<file path="config.mk">
export PLATFORM = sky130hd
export DESIGN_NAME = seven_seg_scan
export DESIGN_NICKNAME = d
export VERILOG_FILES = /design/src/rtl/seven_seg_scan.sv
export SDC_FILE = /design/constraint.sdc
export NUM_CORES = 1
export LEC_CHECK = 0
export CAP_MARGIN = 20
export CORE_UTILIZATION = 56
export DETAILED_ROUTE_END_ITERATION = 6
export PLACE_DENSITY = 0.8
export SYNTH_ARGS = -nofsm -noshare
export SYNTH_HDL_FRONTEND = slang
export SYNTH_SLANG_ARGS = --single-unit
</file>
<file path="constraint.sdc">
create_clock -name clk -period 3 [get_ports clk]
set_clock_uncertainty 0.15 [all_clocks]
set_input_delay 0.75 -clock clk [delete_from_list [all_inputs] [get_ports clk]]
set_output_delay 0.75 -clock clk [all_outputs]
set_load 0.02 [all_outputs]
</file>
<file path="src/rtl/seven_seg_scan.sv">
// seven_seg_scan
//   Time-multiplexed driver for an eight-digit seven-segment display.
//   Each digit owns a slot of CLK_DIV clock cycles: the first BLANK_CYC
//   cycles are dead time (no anode, no segments) to avoid ghosting, the
//   rest light the current digit. New display values arrive through a
//   valid/ready handshake, wait in a pending register and are only
//   promoted to the display register at a frame boundary, so a frame
//   never shows a mix of old and new digits.
//
// Ports
//   clk         single clock, rising edge
//   rst         synchronous active-high reset
//   load_valid  new display value offered
//   load_data   eight hex nibbles, nibble k drives digit k
//   load_ready  a value can be accepted (no value pending, not in reset)
//   blank_lz    leading-zero blanking enable, sampled every cycle
//   seg         segment pattern, bit6=a .. bit0=g (registered)
//   an          one-hot digit enable, bit k = digit k (registered)
//   frame_done  one-cycle pulse after the last slot of a frame
module seven_seg_scan #(
  parameter int CLK_DIV    = 1000,
  parameter int BLANK_CYC  = 50,
  parameter bit ACTIVE_LOW = 1'b1
) (
  input  logic        clk,
  input  logic        rst,
  input  logic        load_valid,
  input  logic [31:0] load_data,
  output logic        load_ready,
  input  logic        blank_lz,
  output logic [6:0]  seg,
  output logic [7:0]  an,
  output logic        frame_done
);

  localparam int TW = $clog2(CLK_DIV);
  localparam logic [TW-1:0] TICK_LAST = TW'(CLK_DIV - 1);
  localparam logic [TW-1:0] BLANK_END = TW'(BLANK_CYC);

  typedef enum logic {
    ST_BLANK = 1'b0,
    ST_ON    = 1'b1
  } state_t;

  state_t        state_reg, state_next;
  logic [TW-1:0] tick_reg, tick_next;
  logic [2:0]    digit_reg, digit_next;
  logic [6:0]    seg_reg, seg_next;
  logic [7:0]    an_reg, an_next;
  logic          frame_done_reg;
  logic [31:0]   display_reg;
  logic [31:0]   pend_reg;
  logic          pending_reg;

  logic          boundary;
  logic          accept;
  logic [7:0]    lz_blank;
  logic [3:0]    nibble;

  // Active-high segment encoding, bit6=a .. bit0=g.
  function automatic logic [6:0] hex_to_seg(input logic [3:0] v);
    logic [6:0] s;
    case (v)
      4'h0: s = 7'h7E;
      4'h1: s = 7'h30;
      4'h2: s = 7'h6D;
      4'h3: s = 7'h79;
      4'h4: s = 7'h33;
      4'h5: s = 7'h5B;
      4'h6: s = 7'h5F;
      4'h7: s = 7'h70;
      4'h8: s = 7'h7F;
      4'h9: s = 7'h7B;
      4'hA: s = 7'h77;
      4'hB: s = 7'h1F;
      4'hC: s = 7'h4E;
      4'hD: s = 7'h3D;
      4'hE: s = 7'h4F;
      default: s = 7'h47;
    endcase
    return s;
  endfunction

  // Last tick of digit 7: the only place the display register may change.
  assign boundary   = (digit_reg == 3'd7) && (tick_reg == TICK_LAST);
  assign load_ready = !pending_reg && !rst;
  assign accept     = load_valid && load_ready;
  assign nibble     = display_reg[{digit_reg, 2'b00} +: 4];

  // Digit k is a leading zero when it and every higher nibble are zero.
  // Digit 0 is never blanked so a zero value still shows "0".
  assign lz_blank[0] = 1'b0;
  generate
    for (genvar gi = 1; gi < 8; gi++) begin : g_lz
      assign lz_blank[gi] = blank_lz & ~|display_reg[31:4*gi];
    end
  endgenerate

  // Scan FSM state register together with the slot counters.
  always_ff @(posedge clk) begin
    if (rst) begin
      state_reg <= ST_BLANK;
      tick_reg  <= '0;
      digit_reg <= '0;
      seg_reg   <= '0;
      an_reg    <= '0;
    end else begin
      state_reg <= state_next;
      tick_reg  <= tick_next;
      digit_reg <= digit_next;
      seg_reg   <= seg_next;
      an_reg    <= an_next;
    end
  end

  // Next slot position, next state, and pin values for the current state.
  // The state tracks the tick it is registered with, so the pin registers
  // lag the state by exactly one cycle.
  always_comb begin
    tick_next  = tick_reg + 1'b1;
    digit_next = digit_reg;
    seg_next   = '0;
    an_next    = '0;
    if (tick_reg == TICK_LAST) begin
      tick_next  = '0;
      digit_next = digit_reg + 3'd1;
    end
    state_next = (tick_next < BLANK_END) ? ST_BLANK : ST_ON;
    if (state_reg == ST_ON) begin
      an_next  = 8'b1 << digit_reg;
      seg_next = lz_blank[digit_reg] ? 7'h00 : hex_to_seg(nibble);
    end
  end

  // Load handshake and frame-synchronous display update.
  always_ff @(posedge clk) begin
    if (rst) begin
      display_reg    <= '0;
      pend_reg       <= '0;
      pending_reg    <= 1'b0;
      frame_done_reg <= 1'b0;
    end else begin
      frame_done_reg <= boundary;
      if (boundary) begin
        if (pending_reg) begin
          display_reg <= pend_reg;
          pending_reg <= 1'b0;
        end else if (accept) begin
          // Arrived just in time: skip the pending stage entirely.
          display_reg <= load_data;
        end
      end else if (accept) begin
        pend_reg    <= load_data;
        pending_reg <= 1'b1;
      end
    end
  end

  assign seg        = ACTIVE_LOW ? ~seg_reg : seg_reg;
  assign an         = ACTIVE_LOW ? ~an_reg : an_reg;
  assign frame_done = frame_done_reg;

endmodule

</file>
[Word-level counts from Yosys, hierarchy flattened]
Memory sizes are Yosys's and may differ from the RTL's. A register that Yosys moved wholly into a read port is not among the register bits.
Cells that the tools add are included.
Storage, ports and cells
  flip-flop bits (word level): 88
  word-level logic and storage cells: 59
  bits of input ports: 36
  ROM bits: 112
  memories kept: 1
Operators by class
  equality and inequality tests: 2
  order comparisons: 2
  bitwise logic cells: 11
  mux-type cells: 6
  add/subtract/negate cells: 2
  reductions and logical operators: 25
  shift-type cells: 2
Memory list
  (no name shown): words 16, bits a word 7, read ports 1, clocked after Yosys merged registers in 1, wr ports 0, RTL line 63  | case (v)
Operators with widths (number)
  $mux W32: 2
  $shiftx A32 B6 Y4: 1
  $reduce_or A28 Y1: 1
  $reduce_or A24 Y1: 1
  $reduce_or A20 Y1: 1
  $reduce_or A16 Y1: 1
  $reduce_or A12 Y1: 1
  $add A10 B1 Y10 const B: 1
  $eq A10 B10 Y1 const B: 1
  $lt A10 B6 Y1 const B: 1
  $mux W10: 1
  $logic_not A1 Y1: 9
  $not A8 Y8: 1
  $reduce_or A8 Y1: 1
  $shl A1 B3 Y8 const A: 1
  $and A1 B1 Y1: 7
  $not A7 Y7: 1
  $lt A3 B4 Y1 const B: 1
  $reduce_and A2 Y1: 2
  $reduce_or A2 Y1: 2
  $reduce_or A4 Y1: 1
  $add A3 B1 Y3 const B: 1
  $bmux W1 S3: 1
  $eq A3 B3 Y1 const B: 1
  5 further kinds: 9

[Longest topological paths before layout]
Gate-level depths: netlist (run 1).
  depth after elaboration: 6
  depth in mapped cells: 8
  mapped depth without buffers: 7

[Worst setup path after synthesis (run 1)]
Ideal clock, no wire load.
  path kind: register to register
  start point: register digit_reg[0]
  end point: register seg_reg[6]
  period minus slack after synthesis: 2.598 ns
  stages on the path, launching flop included: 9
  path buffers: 1
  setup slack: 0.402 ns
  data arrival time: 2.383 ns
  cell sequence: dfxtp_1 -> buf_6 -> mux4_1 -> mux2i_1 -> inv_1 -> ha_1 -> or3_1 -> o221a_1 -> nor2_1
Between the ends
  longest elaborated chain between the ends: 3
  elaborated cells on any way between the ends: 4
RTL lines
  start, declared: RTL line 47  | logic [2:0] digit_reg, digit_next;
  start signal, assigned: RTL line 110  | digit_reg <= digit_next;
  parallel branches: the longest is 3 deep, another holds $shiftx A32 B6 Y4
  end, declared: RTL line 48  | logic [6:0] seg_reg, seg_next;
Several ways; the timed one is not identified. The select of a mux whose other input is x is not followed.
A chain may end at the register's enable or synchronous reset.

[Final worst setup path (run 1)]
Same ends and word-level chain as after synthesis.

==> flow_metrics.tcl, run 1 <==
set metrics [dict create \
    seq_area_frac_synth_pct 42.2 \
    ant_nets 0 \
    fraction_of_synthesized_area_in_multiplexers_pct 13.8 \
    power.total_uw 2340 \
    cp_data_arrival_time_ns 2.88 \
    core_um2 7770 \
    drv.max_cap_violation_count 0 \
    wirelength_mm 8.80 \
    rsz_0062_raised_after_global_routing "no" \
    globalRoute.busiestLayer "met2" \
    setup_viol 0 \
    synth-warning-count 0 \
    rrSetupSlack_ns 0.26 \
    cp_cell_sequence "mux4_1, mux2i_1, inv_1, ha_1, or3_1, o221a_1, nor2_1" \
    layout_worst_path_cycle_share_pct 91.2 \
    yosys_register_bits 95 \
    post_synth.cell_area_avg_um2 9.34 \
    grt_overflow 0 \
    grt_pass1_wl_mm 14.9 \
    placement_rows 32 \
    worstRegToRegCells 7 \
    holdBufCountCts 0 \
    cp-end-kind "register" \
    max_freq_mhz 366 \
    syn_inst 483 \
    num_vias 3430 \
    post_cts_resize_count 0 \
    cts.root.buffer_cell "sky130_fd_sc_hd__clkbuf_8" \
    dominant_combinational_cell_family_by_area_after_synthesis "compound AO/OA/AOI/OAI gates" \
    cp_slowest_cell "sky130_fd_sc_hd__dfxtp_1" \
    cellLeakagePower_uw 0.00183 \
    floorplan.initialDensity_pct 58.1 \
    mappedNetlistNets 532 \
    largest_buffer_count_on_any_clock_path 2 \
    clkSinkCount 95 \
    hold-path-endpoint "pend_reg[28]" \
    power.density_nw_per_um2 444 \
    clkLatencyLatePin_ns 0.36 \
    synth_compound_gate_area_share_pct 16.2 \
    cp_max_fo 14 \
    post_synth_xor_area_fraction_pct 1.94 \
    finalSetupTns_ns 0 \
    globalRouteMet1Util_pct 28.2 \
    crit-reg2reg-launch "digit_reg[0]" \
    critical_path.startpoint_type "register" \
    h-tree-depth 3 \
    grt_max_degree 70 \
    globalRouteMet2Util_pct 38.0 \
    die-height_um 91.7 \
    hold_start "pend_reg[28]" \
    avgRoutedWirePerCell_um 14.0 \
    critical_path_start "digit_reg[0]" \
    vdd.ir_drop.worst_v 0.000248 \
    yosys.area_share.adder_pct 3.61 \
    mappedNetlistArea_um2 4510 \
    synth_simple_gate_area_share_pct 16.1 \
    synthDominantAreaCellType "sky130_fd_sc_hd__dfxtp_1" \
    die-width_um 91.7 \
    timing_worst_slew_pin_value_ns 0.981 \
    outcome "complete, no violations" \
    placement.setup.worst_slack_ns 0.301 \
    hp-class "register to register" \
    netlist_top_cells_area "sky130_fd_sc_hd__dfxtp_1, sky130_fd_sc_hd__mux2i_1, sky130_fd_sc_hd__a211oi_2" \
    io-pin-count 53 \
    grt_antenna_before_repair 0 \
    route.detailed.drc 0 \
    postLayoutSetupSlackWorst_ns 0.265 \
    port-buffer-count 52 \
    area.growth.synth_to_final_pct 16.6 \
    reg2reg_to "seg_reg[6]" \
    worst_slew_margin_rel_pct 34.6 \
    slew_violations 0 \
    drtPass1Iterations 4 \
    gp_routability_congestion 0.906 \
    worstPathRequired_ns 3.15 \
    drive_above_1_share_pct 12.1 \
    worst_hold_path.num_cells 2 \
    cts_tree "built" \
    grt_use_total_pct 22.2 \
    yosys.area.top_type_share_pct 42.2 \
    cts_setup_buffers 0 \
    dp_hpwl_mm 6.07 \
    period_minus_slack_ns 2.74 \
    antenna-diode-count 0 \
    final_nets 571 \
    number_of_global_route_vias_before_repair 3215 \
    asyncSetResetFlopFracSynth_pct 0 \
    vias_per_cell 5.45 \
    number_of_failing_hold_endpoints_at_the_final_stage 0 \
    groute.layer.met3.usage_pct 4.56 \
    critPathMaxStageDelay_ns 0.73 \
    cts_buffers 9 \
    yosys_most_used_dff "sky130_fd_sc_hd__dfxtp_1" \
    clkSlewWorstSetupHoldPaths_ns 0.09 \
    initialDrtViolationCount 106 \
    die-area_um2 8420 \
    timing.setup.critical_path_class "register to register" \
    synth-edff-count 0 \
    yosysUniqueCellTypes 43 \
]
## cell usage after synthesis (all sizes together), types with 3 or more instances
cell / number
buf: 17
ha: 13
inv: 23
nor3: 10
clkbuf: 15
nand2: 76
mux4: 8
a21oi: 37
nor4: 9
a211oi: 37
nand3: 6
xnor2: 8
mux2i: 39
a221oi: 3
dfxtp: 95
o21ai: 7
nor2: 61
## critical path: cells and delay by family, from the launching register on
kind            cells  cell delay, ns
compound gates      1            0.13
fa+ha+maj           1            0.26
buf+inv             1            0.11
flops               1            0.73
mux                 2            0.83
simple gates        2            0.47
## stage by stage
step	hold WS [ns]	std cells	instance area [um2]	utilization [%]
3_3_place_gp	0.277	613	5050	65.0
2_1_floorplan	0.268	483	4510	-
4_1_cts	0.309	629	5260	67.7
6_report	0.309	629	5260	67.7
5_1_grt	0.328	629	5260	67.7
3_5_place_dp	0.294	613	5050	65.0
## cells in the final DEF (no fill, tap or decap), drive strengths merged, types with 2 or more instances in the layout
| cell type | instances |
|---|---|
| nor3 | 10 |
| xor2 | 2 |
| clkbuf | 9 |
| clkinv | 4 |
| a21oi | 37 |
| dfxtp | 95 |
| a311oi | 2 |
| mux2i | 39 |
| a221oi | 3 |
| mux4 | 8 |
| buf | 9 |
| xnor2 | 8 |
| ha | 13 |
| o21ai | 7 |
| nor2 | 61 |
| nand2 | 76 |
| inv | 24 |
| nand3 | 6 |
| clkdlybuf4s50 | 51 |
| nor4 | 9 |
| a211oi | 37 |
## layer usage
layer / part of all wire, % / vias up / wire length [um]
li1: - / 1753 / -
met1: 47 / 1602 / 4120
met2: 48 / 65 / 4260
met3: 3.5 / 10 / 305
met4: 1.2 / 0 / 110
met5: 0 / - / 0
## final cells by class
cell class | count | area, um2
Fill cell | 630 | 2510
Sequential cell | 95 | 1900
Clock buffer | 9 | 124
Inverter | 23 | 86.3
Multi-Input combinational cell | 333 | 2330
Tap cell | 102 | 128
Timing Repair Buffer | 60 | 601
Clock inverter | 7 | 81.3
## how the worst max path moves through the flow
stage,end,cells past startpoint
finish,seg_reg[6],7
global route,pend_reg[23],5
CTS,seg_reg[6],7
detailed placement,pend_reg[27],5
global placement,seg_reg[2],5
floorplan,seg_reg[6],8
## where the power goes
part	internal (uW)	switching (uW)
combinational	89.3	103
clock	394	456
sequential	1280	12.0
total	1770	571
## cell families after synthesis
family | Yosys count
and+or+nand+nor | 170
buffers and inverters | 55
AOI/OAI and AO/OA | 92
muxes | 48
DFF | 95
adders and majority gates | 13
xor gates and xnor gates | 10
No activity file was read; power rests on OpenSTA's default activity.
==> inputs of run 2 (changes only) <==
--- a/config.mk
+++ b/config.mk
@@ -8,6 +8,7 @@
 export CAP_MARGIN = 20
 export CORE_UTILIZATION = 56
 export DETAILED_ROUTE_END_ITERATION = 6
+export GPL_ROUTABILITY_DRIVEN = 0
 export PLACE_DENSITY = 0.8
 export SYNTH_ARGS = -nofsm -noshare
 export SYNTH_HDL_FRONTEND = slang
==> results of run 2 <==
No change in the layout: final DEF, timing and power equal those of run 1.
==> inputs of run 3 (changes only) <==
==> constraint.sdc (replaced) <==
create_clock -name clk -period 3 [get_ports clk]
set_clock_uncertainty 0.15 [all_clocks]
set_input_delay 0.6 -clock clk [delete_from_list [all_inputs] [get_ports clk]]
set_output_delay 0.6 -clock clk [all_outputs]
set_load 0.02 [all_outputs]
==> flow_metrics.tcl, run 3 (synthesis results as in run 1) <==
set metrics [dict create \
    cp_max_fo 14 \
    vias_per_cell 5.44 \
    number_of_failing_hold_endpoints_at_the_final_stage 0 \
    drive_above_1_share_pct 12.0 \
    floorplan.initialDensity_pct 58.1 \
    fin_cells 628 \
    grt_use_total_pct 21.4 \
    cts_setup_buffers 0 \
    worst_slew_margin_rel_pct 42.0 \
    die-width_um 91.7 \
    dp_hpwl_mm 5.87 \
    worstPathRequired_ns 3.15 \
    drtPass1Iterations 4 \
    finalSetupTns_ns 0 \
    post-route-cell-area_um2 5250 \
    cts_buffers 9 \
    core_um2 7770 \
    vdd.ir_drop.worst_v 0.000338 \
    cp_slowest_cell "sky130_fd_sc_hd__dfxtp_1" \
    fin_util_pct 67.6 \
    fillers 639 \
    route.layer.met1.wl_mm 4.03 \
    num_vias 3417 \
    number_of_global_route_vias_before_repair 3179 \
    port-buffer-count 52 \
    critical_path.startpoint_type "register" \
    io-pin-count 53 \
    routed.top_layer "met4" \
    die-height_um 91.7 \
    clkSinkCount 95 \
    initialDrtViolationCount 137 \
    crit-reg2reg-launch "digit_reg[0]" \
    critPathMaxStageDelay_ns 0.72 \
    worstSetupEndpoint "seg_reg[6]" \
    clkLatencyLatePin_ns 0.37 \
    cp_data_arrival_time_ns 2.86 \
    wirelength_mm 8.44 \
    power.total_uw 2340 \
    reg2reg_to "seg_reg[6]" \
    cp_cell_sequence "mux4_1, mux2i_1, inv_1, ha_1, or3_1, o221a_1, nor2_1" \
    place_area_um2 5040 \
    cellLeakagePower_uw 0.00182 \
    grt_pass1_wl_mm 14.4 \
    detailroute.wirelength.met2_mm 4.04 \
    die-area_um2 8420 \
    cp-end-kind "register" \
    placed_cells_incl_taps 612 \
    drv.max_cap_violation_count 0 \
    antenna-diode-count 0 \
    max_freq_mhz 368 \
    cts.root.buffer_cell "sky130_fd_sc_hd__clkbuf_8" \
    layout_common_cells "sky130_fd_sc_hd__dfxtp_1, sky130_fd_sc_hd__nand2_1, sky130_fd_sc_hd__nor2_1, sky130_fd_sc_hd__clkdlybuf4s50_1, sky130_fd_sc_hd__mux2i_1" \
    layout_worst_path_cycle_share_pct 90.5 \
    rrSetupSlack_ns 0.29 \
    placement_rows 32 \
    h-tree-depth 3 \
    post_cts_resize_count 0 \
    worstRegToRegCells 7 \
    outcome "complete, no violations" \
    grt_overflow 0 \
    timing.setup.critical_path_class "register to register" \
    hp-class "register to register" \
    period_minus_slack_ns 2.71 \
    ant_nets 0 \
    critical_path_start "digit_reg[0]" \
    setup_viol 0 \
    met3RoutedLength_um 270 \
    grt_max_degree 70 \
    avgRoutedWirePerCell_um 13.4 \
    grt_antenna_before_repair 0 \
    final_nets 570 \
    route.detailed.drc 0 \
    rsz_0062_raised_after_global_routing "no" \
    power.density_nw_per_um2 446 \
    area.growth.synth_to_final_pct 16.4 \
    holdBufCountCts 0 \
    layout.cells.most_common "sky130_fd_sc_hd__dfxtp_1" \
    clkSlewWorstSetupHoldPaths_ns 0.09 \
    timing_worst_slew_pin_value_ns 0.870 \
    largest_buffer_count_on_any_clock_path 2 \
    slew_violations 0 \
    cts_tree "built" \
]
==> run 3: critical path, delay by kind of cell (launching register included) <==
kind	cells	cell delay, ns
multiplexers	2	0.85
flip-flops	1	0.72
AND/OR/NAND/NOR	2	0.46
adder cells (fa/ha/maj)	1	0.25
AO/OA/AOI/OAI	1	0.12
buffers and inverters	1	0.11
==> run 3: cell type report <==
class	instances	area, um2	share of cell area (%)
Clock inverter	6	68.8	1.31
Inverter	23	86.3	1.64
Timing Repair Buffer	59	593	11.3
Clock buffer	10	138	2.62
Tap cell	102	128	2.43
Sequential cell	95	1900	36.2
Multi-Input combinational cell	333	2330	44.5
==> run 3: worst min path at each step <==
stage	start	end	cells after the start
after floorplan	tick_reg[0]	tick_reg[0]	1
after global placement	tick_reg[0]	tick_reg[0]	1
after detailed placement	tick_reg[0]	tick_reg[0]	1
after CTS	pend_reg[0]	pend_reg[0]	2
after global routing	tick_reg[0]	tick_reg[0]	1
final	pend_reg[14]	pend_reg[14]	2
==> run 3: report_power, final <==
part | total, uW | switching [uW] | internal, uW | leakage, uW
clock | 855 | 443 | 412 | 0.000103
combinational | 190 | 101 | 89.4 | 0.000952
sequential | 1290 | 11.7 | 1280 | 0.000769
==> run 3: metrics by stage <==
stage,setup WS (ns),hold WS [ns]
6_report,0.286,0.309
5_1_grt,0.143,0.327
4_1_cts,0.291,0.310
3_5_place_dp,0.311,0.292
3_3_place_gp,0.411,0.276
2_1_floorplan,0.402,0.268
==> run 3: per-layer routing <==
layer	vias up	global-route usage (%)
met5	-	0
met4	0	6.12
met3	9	4.31
met2	69	36.8
met1	1593	27.2
li1	1746	-
